===== config.mk =====
export PLATFORM = sky130hd
export DESIGN_NAME = imem_loader
export DESIGN_NICKNAME = d
export VERILOG_FILES = /design/src/rtl/imem_loader.sv
export SDC_FILE = /design/constraint.sdc
export NUM_CORES = 1
export LEC_CHECK = 0
export BUFFER_PORTS_ARGS = -buffer_cell sky130_fd_sc_hd__buf_2
export CAP_MARGIN = 20
export CORE_ASPECT_RATIO = 1.1
export CORE_MARGIN = 5
export CORE_UTILIZATION = 60
export CTS_CLUSTER_DIAMETER = 80
export CTS_CLUSTER_SIZE = 28
export DETAILED_ROUTE_END_ITERATION = 10
export HOLD_SLACK_MARGIN = 0.06
export PLACE_DENSITY = 0.84
export SYNTH_ARGS = -nofsm -noshare
export SYNTH_HDL_FRONTEND = slang
export SYNTH_SLANG_ARGS = --single-unit

===== constraint.sdc =====
create_clock -name clk -period 6.5 [get_ports clk]
set_input_delay 1.625 -clock clk [delete_from_list [all_inputs] [get_ports clk]]
set_output_delay 1.625 -clock clk [all_outputs]
set_load 0.1 [all_outputs]

===== src/rtl/imem_loader.sv =====
// Loads a big-endian byte stream (4-byte length header, then words) into instruction memory.
// A word is written one cycle after its 4th byte; in_ready drops while the final write is pending and in DONE.
module imem_loader #(
  parameter int D_SIZE = 32,
  parameter int ADDR_W = 10
) (
  input  logic              clk,
  input  logic              reset,
  input  logic              in_valid,
  input  logic [7:0]        in_byte,
  output logic              in_ready,
  input  logic              restart,
  output logic              imem_we,
  output logic [ADDR_W-1:0] imem_addr,
  output logic [D_SIZE-1:0] imem_wdata,
  output logic              load_done,
  output logic              load_err,
  output logic [ADDR_W:0]   word_cnt
);

  typedef enum logic [1:0] {HDR, LOAD, DONE} state_t;

  localparam logic [32:0]   MAX_LEN = 33'd1 << ADDR_W;
  localparam logic [ADDR_W:0] CNT_ONE = {{ADDR_W{1'b0}}, 1'b1};

  state_t              state_q, state_d;
  logic [1:0]          byte_cnt_q, byte_cnt_d;
  logic [23:0]         asm_q, asm_d;
  logic [ADDR_W:0]     len_q, len_d;
  logic [ADDR_W:0]     word_cnt_q, word_cnt_d;
  logic                we_q, we_d;
  logic [ADDR_W-1:0]   addr_q, addr_d;
  logic [D_SIZE-1:0]   wdata_q, wdata_d;
  logic                done_q, done_d;
  logic                err_q, err_d;
  logic                rdy_q, rdy_d;

  logic                xfer;
  logic [31:0]         word;
  logic [ADDR_W:0]     cnt_next;

  always_comb begin
    xfer       = in_valid & rdy_q;
    word       = {asm_q, in_byte};
    cnt_next   = word_cnt_q + CNT_ONE;
    state_d    = state_q;
    byte_cnt_d = byte_cnt_q;
    asm_d      = asm_q;
    len_d      = len_q;
    word_cnt_d = word_cnt_q;
    we_d       = 1'b0;
    addr_d     = addr_q;
    wdata_d    = wdata_q;
    done_d     = done_q;
    err_d      = err_q;
    rdy_d      = rdy_q;

    case (state_q)
      HDR: begin
        if (xfer) begin
          byte_cnt_d = byte_cnt_q + 2'd1;
          asm_d      = word[23:0];
          if (byte_cnt_q == 2'd3) begin
            if (word == 32'd0) begin
              state_d = DONE;
              done_d  = 1'b1;
              rdy_d   = 1'b0;
            end else if ({1'b0, word} > MAX_LEN) begin
              state_d = DONE;
              done_d  = 1'b1;
              err_d   = 1'b1;
              rdy_d   = 1'b0;
            end else begin
              state_d = LOAD;
              len_d   = word[ADDR_W:0];
            end
          end
        end
      end

      LOAD: begin
        // The count advances as the write is issued; a 4th byte can never coincide with we_q.
        if (we_q) begin
          word_cnt_d = cnt_next;
          if (cnt_next == len_q) begin
            state_d = DONE;
            done_d  = 1'b1;
          end
        end
        if (xfer) begin
          byte_cnt_d = byte_cnt_q + 2'd1;
          asm_d      = word[23:0];
          if (byte_cnt_q == 2'd3) begin
            we_d    = 1'b1;
            addr_d  = word_cnt_q[ADDR_W-1:0];
            wdata_d = D_SIZE'(word);
            if (cnt_next == len_q) rdy_d = 1'b0;
          end
        end
      end

      DONE: begin
        if (restart) begin
          state_d    = HDR;
          byte_cnt_d = 2'd0;
          len_d      = '0;
          word_cnt_d = '0;
          done_d     = 1'b0;
          err_d      = 1'b0;
          rdy_d      = 1'b1;
        end
      end

      default: state_d = HDR;
    endcase
  end

  always_ff @(posedge clk) begin
    if (reset) begin
      state_q    <= HDR;
      byte_cnt_q <= 2'd0;
      asm_q      <= '0;
      len_q      <= '0;
      word_cnt_q <= '0;
      we_q       <= 1'b0;
      addr_q     <= '0;
      wdata_q    <= '0;
      done_q     <= 1'b0;
      err_q      <= 1'b0;
      rdy_q      <= 1'b1;
    end else begin
      state_q    <= state_d;
      byte_cnt_q <= byte_cnt_d;
      asm_q      <= asm_d;
      len_q      <= len_d;
      word_cnt_q <= word_cnt_d;
      we_q       <= we_d;
      addr_q     <= addr_d;
      wdata_q    <= wdata_d;
      done_q     <= done_d;
      err_q      <= err_d;
      rdy_q      <= rdy_d;
    end
  end

  assign in_ready   = rdy_q;
  assign imem_we    = we_q;
  assign imem_addr  = addr_q;
  assign imem_wdata = wdata_q;
  assign load_done  = done_q;
  assign load_err   = err_q;
  assign word_cnt   = word_cnt_q;

endmodule


== Word-level counts from Yosys, hierarchy flattened ==
Cells that the tools add are included.

* Bits in writable memories: 0
* Output and inout bits: 57
* Memories kept: 0
* Logic and storage cells: 90
* Latch bits: 0
* Flip-flop bits (word level): 96
* ROM bits: 0
* Input port bits: 12

* Equal/unequal tests: 16
* $mul: 0
* Shift-type cells: 0
* Add/subtract/negate cells: 2
* Bitwise gates (word level): 3
* Reductions and logical operators: 17
* Multiplexer cells: 40
* Div/mod/pow operators: 0
* Order comparisons: 1

{| class="wikitable"
|+ Operators by type and width
! cell !! count
|-
| 11-bit 2-to-1 mux || 6
|-
| 11-bit one-hot mux with 2 select lines || 2
|-
| 32-bit by 11-bit greater-than comparator with 1-bit output, second input constant || 1
|-
| 32-bit logical NOT || 1
|-
| 2-bit inequality test, second input constant || 10
|-
| 1-bit 2-to-1 mux || 19
|-
| 2-bit 2-to-1 mux || 8
|-
| 6-bit AND reduction || 2
|-
| 11-bit by 1-bit adder with 11-bit output, second input constant || 1
|-
| 11-bit == test || 1
|-
| 3-bit AND reduction || 3
|-
| 8-bit AND reduction || 1
|-
| 7-bit AND reduction || 1
|-
| 1-bit one-hot mux with 3 select lines || 2
|-
| 2-bit one-hot mux with 3 select lines || 1
|-
| 2-bit nonzero test || 3
|-
| 5-bit AND reduction || 1
|-
| 2-bit == test, second input constant || 2
|-
| 2-bit one-hot mux with 2 select lines || 1
|-
| 3-bit inequality test, second input constant || 1
|-
| 3-bit nonzero test || 1
|-
| 3-bit OR reduction || 1
|-
| 2-bit by 1-bit adder with 2-bit output, second input constant || 1
|-
| 2-bit by 1-bit == test with 1-bit output, second input constant || 1
|-
| 7 further kinds || 8
|}

== Longest topological paths before layout ==
Gate-level depths: netlist of run 1.

* Word-level depth: 6
* Gate-level depth with buffers: 7
* Gate-level depth less buffers: 7

== Worst setup path after synthesis of run 1 ==
OpenSTA, ideal clock, no wires.

* Path type: input to register
* From: input in_byte[4]
* To: register len_q[0]
* Arrival time: 3184 ps
* Library setup time: 116 ps
* Stages: 6
* Path slack: 3201 ps
* Cell sequence: or4_4 or4_4 nand4_2 a21oi_2 buf_2 a31o_1

* Longest elaborated chain between the ends: 3

{| class="wikitable"
|+ RTL lines
! element !! line !! RTL
|-
| start, declared || 10 || <nowiki>input logic [7:0] in_byte,</nowiki>
|-
| 32-bit by 11-bit greater-than comparator with 1-bit output / 32-bit logical NOT (equally long branches) || 68, 64 ||
|-
| 2-bit inequality test (no line) || -- ||
|-
| 6-bit AND reduction (no line) * || -- ||
|-
| end signal, assigned || 135 || <nowiki>len_q <= len_d;</nowiki>
|-
| end, declared || 29 || <nowiki>logic [ADDR_W:0] len_q, len_d;</nowiki>
|}

Every way passes the cells marked *; elsewhere a longest branch is shown, timed or not.
A chain may end at the register's enable or synchronous reset.

== Worst setup path after layout of run 1 ==
* From: input in_byte[4]
* To: register len_q[8]

The elaborated chain is that of the path after synthesis.

==> results of run 1 <==
==> how the worst min path moves through the flow <==
stage          depth (start not counted)             end  slack, ns     startpoint
2_1_floorplan                          2  imem_wdata[30]       0.44      asm_q[22]
3_3_place_gp                           2    imem_addr[0]       0.44   imem_addr[0]
3_5_place_dp                           2   imem_wdata[4]       0.44  imem_wdata[4]
4_1_cts                                2    imem_addr[7]       0.46   imem_addr[7]
5_1_grt                                2   imem_wdata[4]       0.48  imem_wdata[4]
6_report                               2   imem_wdata[4]       0.45  imem_wdata[4]
==> power groups by stage <==
| stage | Combinational [mW] | Sequential (mW) | Clock, mW |
|---|---|---|---|
| 4_1_cts | 0.0576 | 0.603 | 0.400 |
| 2_1_floorplan | 0.0403 | 0.617 | 0 |
| 3_5_place_dp | 0.0572 | 0.617 | 0 |
| 5_1_grt | 0.0654 | 0.605 | 0.425 |
| 6_report | 0.0581 | 0.604 | 0.394 |
| 3_3_place_gp | 0.0550 | 0.616 | 0 |
==> metal layers <==
metal / up-vias / wire, um
li1: 1863 / -
met1: 1735 / 4370
met2: 121 / 4690
met3: 18 / 604
met4: 0 / 156
met5: - / 0
==> registers in the layout, summed over array words and instances (netlist names) <==
signal / flops
imem_we: 1
in_ready: 1
len_q: 11
asm_q: 24
state_q: 2
imem_wdata: 32
byte_cnt_q: 2
imem_addr: 10
load_err: 1
word_cnt: 11
load_done: 1
==> worst min-delay path, cell delays in order (launching register included) <==
cell     delay [ns]
dfxtp_1        0.32
nand2_1        0.05
a21oi_1        0.05
==> cell usage after synthesis, types with 6 or more instances <==
cell type and count:
nor4_1 6, dfxtp_1 96, buf_2 7, nor3b_2 10, o21ai_0 8, a31o_1 10
nand2_1 148, clkbuf_1 25, nor2_1 27, nor3_1 7, xnor2_1 9, a21oi_1 78
==> through the flow <==
step | utilization [%] | hold WS, ns
detailed placement | 64.9 | 0.443
CTS | 67.8 | 0.456
finish | 67.8 | 0.455
global route | 67.8 | 0.478
floorplan | - | 0.440
global placement | 64.9 | 0.438
==> logic make-up (layout without fill, tap and decap cells) <==
group / after synthesis / after routing / synth area share [%]
DFF: 96 / 96 / 46.0
xor gates and xnor gates: 13 / 13 / 2.73
buffers and inverters: 42 / 92 / 4.83
adders and majority gates: 2 / 2 / 0.599
AOI/OAI and AO/OA: 123 / 123 / 17.6
and+or+nand+nor: 243 / 243 / 28.2
==> final cells by class <==
class,instances,area share (%)
Multi-Input combinational cell,381,44.0
Sequential cell,96,41.2
Timing Repair Buffer,72,7.94
Clock buffer,9,2.65
Tap cell,85,2.28
Clock inverter,7,1.64
Inverter,4,0.322
==> results by group, run 1 <==
Outcome
  – Status: finished, final reports clean

Clock tree
  – Resized cells post-CTS: 0
  – Clock-pin slew of the registers on the worst-case setup and hold paths: 0.09 ns
  – Root Buffer: clkbuf_8
  – TritonCTS buffer count: 9
  – CTS max path bufs: 2
  – CTS tree: done
  – Clock Sinks: 96
  – Worst-skew pair later-pin latency: between 0.3 and 0.4 ns
  – # Post-CTS Setup Buffers: 0
  – Cts hold-fix bufs: 0
  – H-tree depth: 3

Power
  – Switch share: 24.8%
  – Clock Power Share: 37.3%
  – Lkg Pwr: 1.80 nW
  – Internal: 0.794 mW
  – Tot Pwr: about 1.1 mW
  – Maximum vdd ir drop: 194 uV
  – NetSw: roughly 0.26 mW
  – Sequential cell fraction of total power: 57.2%
  – PwrDens: 226 nW/um^2
  – Combinational power share: ~5.5%

Route
  – Routed Antenna Nets: 0
  – DRC viols: 0
  – DRT iter0 DRCs: roughly 220
  – DR pass1 iterations: 5
  – Drt via density: around 5.7
  – WL/cell: 15.0 um
  – Vias: roughly 3,700
  – WL final: 9.82 mm

Critical path
  – Crit-path max cell delay: around 0.85 ns
  – Crit path launch: in_byte[4]
  – Worst path slowest cell: a21oi_2
  – Critical Path RT: 6.76 ns
  – Critical Path AT: 3.97 ns
  – Reg-to-reg setup timing slack: 3.75 ns
  – Startpoint type of the worst setup path: primary input
  – Worst setup path class: primary input to flip-flop
  – R2R Path End: len_q[8]
  – Worst path depth: 7
  – CP top delay family: compound AO/OA/AOI/OAI gates
  – Worst Path Buf+Inv: 1
  – CP endpoint kind: flip-flop
  – Crit path cell chain: buf_2 > or4_4 > o31ai_2 > nand4_2 > a21oi_2 > nor3b_2 > a31o_1
  – CP endpoint: len_q[8]
  – FF-to-FF Start: asm_q[10]
  – R2R depth: 6
  – Critical Path Fanout Max: 20

Placement
  – Hpwl dp: 7.04 mm
  – Post-DP Area: roughly 4500 um^2
  – GPL Wtd Cong: around 0.84
  – Port buffer count: 68
  – Pre-CTS WS: approximately 2.4 ns
  – Dpl cells: 638

GRT
  – Met1 Use GR: a little under a third
  – Vias in the first global route: 3,623
  – Pin count of the biggest net entering global routing: approximately 50
  – Gr busiest metal: met2
  – Global Route Usage Sum: between 20% and 30%
  – Grt met2 use: between 30% and 40%
  – First-pass GRT wire length: 16.7 mm
  – GR Overflow Total: 0
  – GR Layer Usage met3: between 3 and 4%
  – Initial antenna violation count: 0

Logic synthesis
  – Area leader, netlist: dfxtp_1
  – Sequential share of the synthesized area: a little under half
  – Synth top area cells: dfxtp_1 (46%), nand2_1 (13%), a21oi_1 (9.4%)
  – Post-synth ARST share: 0%
  – Syn_nets: between 500 and 600
  – Synthesized area per cell: 8.04 um^2
  – Post-synth EDFFs: 0
  – Cell count after synthesis: slightly above 500
  – Main synth FF type: dfxtp_1
  – Yosys reg bits: 96
  – Share of the synthesized area in the top cell type: 46.0%
  – Ys Warns: 0
  – Synthesized cell area: 4170 um^2
  – Distinct cells, synth: 56

Timing
  – Relative slew slack: between 20% and 30%
  – Final setup viols: 0
  – Final min period: 3.71 ns
  – Achievable frequency: approximately 270 MHz
  – RSZ-0062 raised after global routing: no
  – Final setup TNS: 0 ns
  – Slew of the pin with the lowest slew margin: around 1.1 ns
  – Max-slew violation count: 0
  – Clk_skew: 0.00975 ns
  – Final worst-path cycle share: a little under three fifths
  – Final worst slack: 2.79 ns
  – Final Hold Viols: 0

Final layout
  – Layout Area Growth over Synthesis: 11.8%
  – Share of layout cells above drive strength 1: approximately a fifth
  – Non-Filler Instances: about 650
  – Sequential Area: 1920 um^2
  – Diodes inserted: 0
  – Fillers: 594
  – Final net count: 578
  – Multi-input gate area: 2050 um^2
  – Post-route design area: 4670 um^2
  – Commonest cells after routing, fill and taps aside: nand2_1 (148), dfxtp_1 (96), a21oi_1 (78), buf_2 (68), nor2_1 (27)
  – Commonest non-fill, non-tap cell in the layout: nand2_1

Die
  – Die Span Y: between 90 and 100 um
  – Initial Utilization: 60.6%
  – Core area: 6890 um^2
  – I/O Pins: 69
  – Width of the die: 89.5 um
  – Die area: 8730 um^2
  – Rows: 32

Run
  – Max-cap viol count: 0

Hold path
  – Hold Crit Class: flip-flop to flip-flop
Note: power is estimated with default switching activity, not from simulation.
==> inputs of run 2 (changes only) <==
Settings changed: ABC_AREA from default to 1, CORE_UTILIZATION 60 to 50, PLACE_DENSITY 0.84 to 0.75.
Clock period 6.5 ns to 3.1 ns, I/O delays scaled along.
==> run 2 against run 1 <==
Effect of this change: first-iteration DRC count shrank 5.0%; design area up 2.1%; worst hold slack gained 0.016 ns; utilization fell by 8.2 points; register-to-register slack worse by 2.7 ns; global-route usage decreased by 4.3 points; critical path type is now flip-flop to primary output; largest cell class is now sequential cells.
==> results by group, run 2 <==
Critical path
  – Crit path cell chain: buf_2
  – R2R Path End: load_done
  – Critical Path Fanout Max: 7
  – Worst path depth: 1
  – Critical Path AT: 1.35 ns
  – Critical Path RT: 2.32 ns
  – Crit-path max cell delay: 0.51 ns
  – Worst setup path class: flip-flop to primary output
  – R2R depth: 12
  – Startpoint type of the worst setup path: flip-flop
  – CP top delay family: flip-flops
  – CP endpoint kind: primary output
  – Worst Path Buf+Inv: 1
  – CP endpoint: word_cnt[4]
  – FF-to-FF Start: word_cnt[0]
  – Reg-to-reg setup timing slack: 1.04 ns
  – Worst path slowest cell: dfxtp_1
  – Crit path launch: word_cnt[4]

Timing
  – RSZ-0062 raised after global routing: no
  – Max-slew violation count: 0
  – Final Hold Viols: 0
  – Final setup TNS: 0 ns
  – Clk_skew: 0.0131 ns
  – Slew of the pin with the lowest slew margin: 0.673 ns
  – Final worst-path cycle share: 68.7%
  – Final setup viols: 0
  – Achievable frequency: 470 MHz
  – Relative slew slack: roughly 55%
  – Worst Hold Margin: 0.471 ns
  – Final min period: 2.13 ns

Hold path
  – Hold Crit Class: flip-flop to flip-flop

GRT
  – Vias in the first global route: 3,614
  – First-pass GRT wire length: 16.8 mm
  – GR Overflow Total: 0
  – Pin count of the biggest net entering global routing: 84
  – Initial antenna violation count: 0
  – Global Route Usage Sum: 19.5%

Logic synthesis
  – Syn_nets: about 580
  – Main synth FF type: dfxtp_1
  – Share of the synthesized area in the top cell type: 46.4%
  – Synthesized area per cell: between 7 and 8 um^2
  – Synthesized cell area: 4140 um^2
  – Sequential share of the synthesized area: 46.4%
  – Most frequent cell after synthesis: dfxtp_1
  – Post-synth EDFFs: 0
  – Synth top area cells: dfxtp_1 (46%), a21oi_1 (11%), o21ai_0 (9.9%)
  – Post-synth ARST share: 0%
  – Area leader, netlist: dfxtp_1
  – Cell count after synthesis: 565
  – Post-synth top cells: dfxtp_1 (96), a21oi_1 (88), o21ai_0 (82), nand2_1 (77), inv_1 (68)
  – Ys Warns: 0
  – Distinct cells, synth: 30
  – Yosys reg bits: 96

Route
  – WL final: 9.74 mm
  – DR pass1 iterations: 4
  – Routed Antenna Nets: 0
  – WL/cell: 13.2 um
  – Vias: 3,846
  – Drt via density: between 5 and 6
  – DRT iter0 DRCs: 211
  – DRC viols: 0

Die
  – Initial Utilization: 51.8%
  – Die area: 10,200 um^2
  – I/O Pins: slightly below 70
  – Rows: 34
  – Core area: 8000 um^2
  – Die Span Y: 105 um
  – Width of the die: 96.8 um

Final layout
  – Layout Area Growth over Synthesis: 15.0%
  – Final Util: 59.6%
  – Diodes inserted: 0
  – Commonest cells after routing, fill and taps aside: dfxtp_1 (96), a21oi_1 (88), o21ai_0 (82), nand2_1 (77)
  – Commonest non-fill, non-tap cell in the layout: dfxtp_1
  – Final net count: 636
  – Share of layout cells above drive strength 1: a little under a fifth
  – Number of flip-flops in the largest register: 32

Clock tree
  – Cts hold-fix bufs: 0
  – Resized cells post-CTS: 0
  – TritonCTS buffer count: 9
  – Clock-pin slew of the registers on the worst-case setup and hold paths: about 0.090 ns
  – # Post-CTS Setup Buffers: 0
  – Worst-skew pair later-pin latency: 0.36 ns
  – Clock Sinks: 96
  – Root Buffer: clkbuf_8
  – H-tree depth: 3
  – CTS tree: done
  – CTS max path bufs: 2

Run
  – Max-cap viol count: 0

Placement
  – GPL Wtd Cong: ~0.88
  – Hpwl dp: 7.06 mm
  – Port buffer count: 68

Power
  – PwrDens: 489 nW/um^2
  – Lkg Pwr: 2.13 nW
  – Maximum vdd ir drop: approximately 340 uV

Outcome
  – Status: finished, final reports clean
-- run 2: cell count changes after synthesis, moves of 16 or more --
cell and change:
nor2_1 +16, nand3_1 +26, nand2_1 -71, inv_1 +64, o21ai_0 +74
-- run 2: worst min path at each step --
stage               cells past startpoint  slack [ns]             to          start
global placement                        1        0.44  byte_cnt_q[0]  byte_cnt_q[0]
detailed placement                      1        0.46  byte_cnt_q[0]  byte_cnt_q[0]
global route                            2        0.50       in_ready       in_ready
floorplan                               1        0.43  byte_cnt_q[0]  byte_cnt_q[0]
finish                                  2        0.47       in_ready       in_ready
CTS                                     2        0.48       in_ready       in_ready
-- run 2: cell type report --
class | instances | area, um^2
fillers | 803 | 3230
inverters | 74 | 278
well taps | 108 | 135
flip-flops and latches | 96 | 1920
clock buffers | 10 | 138
clock inverters | 6 | 65.1
repair buffers | 73 | 390
multi-input cells | 368 | 1840
-- run 2: cell families (layout without fill, tap and decap cells) --
group / Yosys count / in the layout / synth area share [%]
and+or+nand+nor: 189 / 189 / 21.5
AOI/OAI and AO/OA: 175 / 175 / 21.6
buffers and inverters: 101 / 163 / 9.45
DFF: 96 / 96 / 46.4
adders and majority gates: 2 / 2 / 0.604
xor gates and xnor gates: 2 / 2 / 0.423
-- run 2: report_power, final --
| group | switching [mW] | internal, mW | total [mW] |
|---|---|---|---|
| clock | 0.440 | 0.398 | 0.838 |
| sequential | 0.0213 | 1.27 | 1.29 |
| combinational | 0.141 | 0.0611 | 0.202 |
-- run 2: metrics by stage --
stage / worst slack (ns) / power (mW) / area, um^2 / std cells
detailed placement: 0.627 / 1.52 / 4560 / 719
global route: 0.725 / 2.44 / 4760 / 735
finish: 0.971 / 2.33 / 4760 / 735
floorplan: 0.494 / 1.46 / 4140 / 565
CTS: 0.961 / 2.35 / 4760 / 735
global placement: 0.758 / 1.51 / 4560 / 719
-- run 2: worst reg2reg max path, cell delays in order (launching register included) --
cell	delay, ns
dfxtp_1	0.51
ha_1	0.28
nand2_4	0.11
nor2_4	0.16
nand3_1	0.13
nand3_1	0.11
nand2_1	0.05
inv_1	0.06
nand3_2	0.11
o21ai_4	0.21
nand3_1	0.09
nand2_1	0.08
a21oi_2	0.05
-- run 2: layer usage --
metal	track usage (%)	vias up	share of wire (%)
met3	4.56	11	3.7
li1	-	1971	-
met2	32.8	81	48
met5	0	-	0
met1	24.7	1783	47
met4	6.22	0	1.2
==> inputs of run 3 (changes only) <==
Settings changed: CORE_UTILIZATION 50 to 56, PLACE_DENSITY 0.75 to 0.79.
Clock period 3.1 ns to 2.25 ns, I/O delays scaled along.
==> run 3 against run 2 <==
Effect of this change: worst hold slack gained 0.0023 ns; cell count shrank 2.2%; largest cell class unchanged; first-iteration DRC count fell by 14%; sequential share of layout area is 0.15 points higher.
==> results by group, run 3 (synthesis results as in run 2) <==
Critical path
  – Worst setup path class: flip-flop to flip-flop
  – Worst path slowest cell: dfxtp_2
  – Critical Path RT: approximately 2.5 ns
  – FF-to-FF Start: word_cnt[0]
  – Crit path cell chain: ha_1 > nand2_4 > nor2_4 > nand3_1 > nand3_1 > nand2_1 > inv_1 > nand3_2 > o21ai_4 > nand3_1 > nand2_1 > a21oi_2
  – Worst Path Buf+Inv: 1
  – Startpoint type of the worst setup path: flip-flop
  – CP endpoint kind: flip-flop
  – R2R Path End: load_done
  – Critical Path AT: 2.13 ns
  – R2R depth: 12
  – CP top delay family: simple AND/OR/NAND/NOR gates
  – Critical Path Fanout Max: 8
  – Crit-path max cell delay: 0.42 ns
  – Reg-to-reg setup timing slack: between 0.3 and 0.4 ns
  – Cell repeated most along the worst path: nand3_1

Die
  – Width of the die: 92.0 um
  – I/O Pins: 69
  – Initial Utilization: between 50% and 60%
  – Die area: 9220 um^2
  – Rows: 33
  – Core area: 7350 um^2
  – Die Span Y: ~100 um

Final layout
  – Share of layout cells above drive strength 1: 20.6%
  – Non-Filler Instances: 719
  – Final net count: around 640
  – Multi-input gate area: ~1800 um^2
  – Number of flip-flops in the largest register: 32
  – Fillers: 666
  – Layout Area Growth over Synthesis: 15.2%
  – Post-route design area: 4770 um^2
  – Sequential Area: 1930 um^2
  – Diodes inserted: 0
  – Commonest cells after routing, fill and taps aside: a21oi_1 (88), dfxtp_1 (88), o21ai_0 (82), nand2_1 (76)
  – Final Util: 64.9%

Clock tree
  – H-tree depth: 3
  – # Post-CTS Setup Buffers: 0
  – TritonCTS buffer count: 9
  – Clock-pin slew of the registers on the worst-case setup and hold paths: 0.09 ns
  – Cts hold-fix bufs: 0
  – Resized cells post-CTS: 0
  – Root Buffer: clkbuf_8
  – CTS max path bufs: 2
  – Worst-skew pair later-pin latency: 0.36 ns
  – Clock Sinks: 96
  – CTS tree: done

GRT
  – Vias in the first global route: 3,676
  – GR Overflow Total: 0
  – Pin count of the biggest net entering global routing: 61
  – Initial antenna violation count: 0
  – First-pass GRT wire length: 16.4 mm
  – Global Route Usage Sum: 21.5%

Route
  – WL final: 9.57 mm
  – WL/cell: 13.3 um
  – Vias: 3,824
  – Routed Antenna Nets: 0
  – DRT iter0 DRCs: ~180
  – Drt via density: 5.32
  – DRC viols: 0
  – DR pass1 iterations: 4

Timing
  – Clk_skew: roughly 0.014 ns
  – Worst Hold Margin: 0.473 ns
  – RSZ-0062 raised after global routing: no
  – Slew of the pin with the lowest slew margin: 0.493 ns
  – Final setup TNS: 0 ns
  – Final setup viols: 0
  – Achievable frequency: between 500 and 600 MHz
  – Final min period: 1.89 ns
  – Max-slew violation count: 0
  – Final worst-path cycle share: 84.0%
  – Relative slew slack: 67.3%
  – Final Hold Viols: 0

Power
  – Maximum vdd ir drop: ~450 uV
  – PwrDens: ~640 nW/um^2
  – Lkg Pwr: 2.16 nW

Hold path
  – Hold Path Origin: in_ready
  – Hold Crit Class: flip-flop to flip-flop
  – WHS Endpoint: in_ready
  – Min-Delay Path Depth: 2

Placement
  – Dpl cells: between 700 and 800
  – Port buffer count: 68
  – Post-DP Area: 4600 um^2
  – GPL Wtd Cong: 0.846
  – Hpwl dp: 7.04 mm

Run
  – Max-cap viol count: 0

Outcome
  – Status: finished, final reports clean
## run 3: cell count changes in the layout (fill, tap and decap cells not counted), sizes merged
cell      before  now
clkinv         3    6
inv           75   73
buf           73   78
clkbuf        10   11
bufinv         1    0
clkinvlp       1    0
## run 3: final cells by class
class,instances,area share [%]
Sequential cell,96,40.5
Clock inverter,5,0.682
Multi-Input combinational cell,368,38.5
Clock buffer,11,2.96
Inverter,74,5.82
Tap cell,87,2.28
Timing Repair Buffer,78,9.23
## run 3: worst max path at each step
stage | start | cells past startpoint | end | slack, ns
2_1_floorplan | in_ready | 10 | len_q[0] | 0.07
3_3_place_gp | in_byte[4] | 11 | len_q[6] | 0.09
3_5_place_dp | in_byte[4] | 11 | len_q[1] | -0.03
4_1_cts | asm_q[14] | 10 | len_q[0] | 0.17
5_1_grt | asm_q[14] | 10 | len_q[0] | 0.05
6_report | word_cnt[0] | 12 | load_done | 0.36
## run 3: through the flow
step / power (mW) / setup WS (ns)
after floorplan: 2.01 / 0.0671
after global placement: 2.09 / 0.0889
after detailed placement: 2.10 / -0.0252
after CTS: 3.09 / 0.174
after global routing: 3.21 / 0.0474
final: 3.07 / 0.361
## run 3: report_power, final
group | switching (mW) | internal (mW)
Combinational | 0.198 | 0.0886
Sequential | 0.0289 | 1.74
Clock | 0.575 | 0.431
## run 3: metal layers
metal  GRT usage (%)  part of all wire [%]  up-vias
li1                -                     -     1984
met1            26.7                    45     1737
met2            36.7                    49       86
met3            3.30                   4.0       17
met4            10.2                   2.1        0
met5               0                     0        -
## run 3: worst min-delay path: cells and delay by family (launching register included)
| kind | cells | cell delay [ns] |
|---|---|---|
| simple gates | 2 | 0.10 |
| flops | 1 | 0.33 |
